===== src/rtl/ej3_a.sv =====
// ej3_a: serial sequence detector (Moore) on a 1-bit input.
// Raises y for one clock after the last LEN samples of x equal PATTERN.
// Overlapping matches are reported, and no state is cleared on a match.
//
// Parameters:
//   LEN      pattern length in bits (1..16)
//   PATTERN  target sequence; MSB is the oldest bit, LSB the newest
// Ports:
//   clk    in   clock; all state updates on its rising edge
//   reset  in   synchronous, active-high reset
//   x      in   serial data, sampled on every rising edge
//   y      out  registered match flag

module ej3_a #(
    parameter int unsigned      LEN     = 4,
    parameter logic [LEN-1:0]   PATTERN = 4'b1011
) (
    input  logic clk,
    input  logic reset,
    input  logic x,
    output logic y
);

    localparam int unsigned FW = $clog2(LEN + 1);
    // The oldest history bit is shifted out before it is ever compared, so
    // only the newest LEN-1 samples are stored.
    localparam int unsigned HW = (LEN > 1) ? LEN - 1 : 1;

    logic [HW-1:0]  r_hist;
    logic [FW-1:0]  r_fill;
    logic           r_y;

    logic [LEN-1:0] w_window;   // last LEN samples including the current x
    logic [HW-1:0]  w_hist_d;
    logic           w_filled;   // enough samples so far to form a full window
    logic           w_match;

    generate
        if (LEN == 1) begin : g_len1
            assign w_window = x;
            assign w_hist_d = x;
        end else if (LEN == 2) begin : g_len2
            assign w_window = {r_hist, x};
            assign w_hist_d = x;
        end else begin : g_lenn
            assign w_window = {r_hist, x};
            assign w_hist_d = {r_hist[HW-2:0], x};
        end
    endgenerate

    assign w_filled = (r_fill >= FW'(LEN - 1));
    assign w_match  = w_filled && (w_window == PATTERN);

    // History shift register
    always_ff @(posedge clk) begin
        if (reset) begin
            r_hist <= '0;
        end else begin
            r_hist <= w_hist_d;
        end
    end

    // Samples-since-reset counter, saturating at LEN
    always_ff @(posedge clk) begin
        if (reset) begin
            r_fill <= '0;
        end else if (r_fill != FW'(LEN)) begin
            r_fill <= r_fill + FW'(1);
        end
    end

    // Registered comparator; reset wins over a match completing on the same edge
    always_ff @(posedge clk) begin
        if (reset) begin
            r_y <= 1'b0;
        end else begin
            r_y <= w_match;
        end
    end

    assign y = r_y;

endmodule


===== config.mk =====
export PLATFORM = sky130hd
export DESIGN_NAME = ej3_a
export DESIGN_NICKNAME = d
export VERILOG_FILES = /design/src/rtl/ej3_a.sv
export SDC_FILE = /design/constraint.sdc
export NUM_CORES = 1
export LEC_CHECK = 0
export ABC_AREA = 1
export CAP_MARGIN = 10
export CORE_AREA = 2 2 39 41
export CTS_BUF_LIST = sky130_fd_sc_hd__clkbuf_4 sky130_fd_sc_hd__clkbuf_8
export DETAILED_ROUTE_END_ITERATION = 16
export DIE_AREA = 0 0 41 43
export DONT_BUFFER_PORTS = 1
export MAX_ROUTING_LAYER = met4
export PLACE_DENSITY = 0.42
export SKIP_LAST_GASP = 1
export SYNTH_ARGS = -nofsm -noshare
export SYNTH_HDL_FRONTEND = slang
export SYNTH_SLANG_ARGS = --single-unit

===== constraint.sdc =====
create_clock -name clk -period 1.1 [get_ports clk]
set_input_delay 0.165 -clock clk [delete_from_list [all_inputs] [get_ports clk]]
set_output_delay 0.165 -clock clk [all_outputs]
set_load 0.005 [all_outputs]

* After elaboration in Yosys (flattened, before gate mapping)
Index checks and enable logic that the tools add are counted.
Operators by class: $add $sub $neg 1, $lt $le $gt $ge 1, equal/unequal tests 2, reductions and logical operators 1
Operators with widths (count):
- $eq 4x4->1 const B | 1
- $add 3x1->3 const B | 1
- $ge 3x2->1 const B | 1
- $ne 3x3->1 const B | 1
- $logic_and 1x1->1 | 1
Storage, ports and cells: register bits after elaboration 7, bits of input ports 3, output and inout bits 1

* Depth between registers and ports, before layout
word-level depth 2, mapped depth 6, depth with buffers taken out 6

* Worst setup path after synthesis
OpenSTA, ideal clock, no wires.
path kind flip-flop to flip-flop, from register r_fill[0], to register r_y, in the netlist y, setup time 0.110 ns, arrival time 0.872 ns, data required time 0.990 ns, slack 0.119 ns, cell stages (with the launch flop) 7, cells stage by stage dfxtp_1 > ha_1 > ha_1 > nor2_1 > nand2_1 > inv_1 > nor2_2
Between the ends: cells in the longest elaborated chain, start to end 2
RTL lines:
- start, declared | RTL line 30 | logic [FW-1:0] r_fill;
- start signal, assigned | RTL line 68 | r_fill <= r_fill + FW'(1);
- $ge 3x2->1 | RTL line 51 | assign w_filled = (r_fill >= FW'(LEN - 1));
- $logic_and 1x1->1 | RTL line 52 | assign w_match = w_filled && (w_window == PATTERN);
- end signal, assigned | RTL line 77 | r_y <= w_match;
- end, declared | RTL line 31 | logic r_y;
No other way between the ends. A chain may end at the register's enable or synchronous reset.

* Worst setup path after layout
Ends and elaborated chain as after synthesis.

==> reports/metrics.cfg <==
[routing]
drc=0
drtAntennaViolNets=0
firstDrtPassIters=2
num_vias=207
wl_per_cell_um=7.05
finalWirelength_um=388
drtIter0Drc=3
vias_per_cell=3.76

[synthesis]
yosys_warnings=0
synth_area_um2=285
ys_ff_latch=7
synth_cell_types=9
seq_area_frac_synth_pct=49.1
synthSimpleGateAreaFrac_pct=23.2
synth-compound-area-share_pct=5.26
avgSynthCellArea_um2=8.39
synth_top_family_by_area=simple AND/OR/NAND/NOR gates
synth_fa_ha_area_share_pct=13.2
synthMuxAreaShare_pct=0
syn_inst=34
synth_nets=40
synthXorXnorAreaFrac_pct=0

[critical_path]
rr_endpoint=y
cp_cell_sequence=ha_1 > ha_1 > nor2_1 > nand2_1 > inv_1 > nor2_2
path_max_fanout=4
cpMostUsedCell=ha_1
cp_num_cells=6
startpoint=r_fill[0]
cp-endpoint=y
slowest_delay_ps=330
path_delay_family=adder cells
worstRegToRegCells=6
cp.arrival_ps=1150
start_kind=flop
rrSetupSlack_ps=100
critPathBufInv=1
crit_slowest_cell=dfxtp_2
reg2reg_from=r_fill[0]
criticalPathCategory=flop to flop
worst_setup_path_end_kind=flop
required_ps=1250

[clock_network]
cts_inserted_buffers=3
cts_tree=done
post-cts-setup-buffer-count=0
htreeDepth=1
path_clk_slew_ps=50
cts_sinks=7
root_buffer=clkbuf_4
clockBufferDepth=2
insertion_delay_ps=250

[timing]
final.setup.tns_ps=0
setup_viol=0
slew_headroom_pct=84.0
hold_viol_final=0
fin_crit_sh_pct=91.3
finClkSkew_ps=4.29
final.min_clock_period_ps=1000
rsz0062_at_grt=no
worst_pin_slew_ps=240
fmax_mhz=995
finalWorstSetupSlack_ps=95.3
drv_slew=0

[power_and_ir_drop]
vdd_ir_drop_max_v=0.000891
p_leak_nw=0.154
finalPower_w=0.000723
pwr_density_cell_mw_per_mm2=2090

[floorplanning]
coreArea_mm2=0.00138
initial_core_util_pct=20.6
dieHeight_um=43
dieArea_mm2=0.00176
std_cell_rows=14
die_w_um=41
ios=4

[placed_design]
gp_congestion=0.599
place_hpwl_um=303
port-buffer-count=0
dpl_worst_slack_ps=79.7

[final_layout]
antenna_cells=0
areaGrowthSynthToFinish_pct=21.5
drive_gt1_share_pct=20.5
nets=46

[job]
maxCapViolations=0

[grt]
grt_usage_pct=6.61
antenna_found_initial=0
grt_pass1_wl_um=717
grt_pass1_vias=185
grt_start_max_net_pins=7
gr-total-overflow=0

[outcome]
status=complete, no violations

[hold_path]
worstHoldPathType=primary input to flop

## how the worst min path moves through the flow
stage	start	to	slack, ps	cells after the start
2_1_floorplan	reset	r_fill[0]	230	1
3_3_place_gp	reset	r_fill[1]	240	1
3_5_place_dp	reset	r_fill[2]	240	1
4_1_cts	x	r_hist[0]	50	2
5_1_grt	x	r_hist[0]	50	2
6_report	x	r_hist[0]	50	2
## flip-flops by register name, summed over array words and instances (netlist names)
name	flops
r_fill	3
r_hist	3
y	1
## worst register-to-register path, stage by stage, from the launching register on
cell and delay [ps]:
dfxtp_2 330, ha_1 190, ha_1 170, nor2_1 80, nand2_1 50, inv_1 60, nor2_2 30
## per-layer routing
| metal | global-route usage [%] | wire length [um] |
|---|---|---|
| met1 | 8.47 | 202 |
| met5 | - | 0 |
| met3 | 7.85 | 36 |
| met2 | 7.19 | 149 |
| met4 | 0 | 0 |
## cell families after synthesis
logic type,Yosys count
simple gates,14
flops,7
fa+ha+maj,3
compound gates,3
buf+inv,7
## layout by cell type (no fill, tap or decap)
cell type	count
nand3_2	1
nand3_1	2
nor2_1	4
inv_1	7
nand2_1	5
ha_1	3
dlygate4sd3_1	1
dfxtp_2	1
dfxtp_1	6
a21oi_1	3
clkbuf_4	4
nor2_2	2
## cell usage after synthesis
master   number  area (um^2)
nor2_2        2         12.5
a21oi_1       3         15.0
nand3_1       2         10.0
nand2_1       5         18.8
ha_1          3         37.5
nand3_2       1         10.0
inv_1         7         26.3
nor2_1        4         15.0
dfxtp_1       7          140
## report_power, final
part / leakage (nW) / total [W] / internal (W) / switching, W
Combinational: 0.0782 / 0.000141 / 0.0000612 / 0.0000797
Clock: 0.0184 / 0.000253 / 0.000163 / 0.0000901
Sequential: 0.0578 / 0.000330 / 0.000295 / 0.0000350
## final cells by class
| class | count | area [um^2] |
|---|---|---|
| clock buffer | 4 | 30.0 |
| fill | 157 | 1040 |
| inverter | 7 | 26.3 |
| multi-input combinational | 20 | 119 |
| sequential | 7 | 141 |
| tap | 16 | 20.0 |
| timing repair buffer | 1 | 10.0 |
## stage by stage
step | cell area (um^2) | util [%] | hold WS [ps] | std cells
6_report | 347 | 25.0 | 54.8 | 55
5_1_grt | 347 | 25.0 | 46.0 | 55
4_1_cts | 345 | 25.0 | 45.9 | 55
3_5_place_dp | 305 | 22.1 | 237 | 50
3_3_place_gp | 305 | 22.1 | 237 | 50
2_1_floorplan | 285 | - | 234 | 34
## timing repair
action                                  4_1_cts  5_1_grt
endpoints found under the hold margin         6        0
hold buffers                                  1        0
resized for setup                             0        1
endpoints found under the setup margin        0        1
No activity file was read; power rests on OpenSTA's default activity.
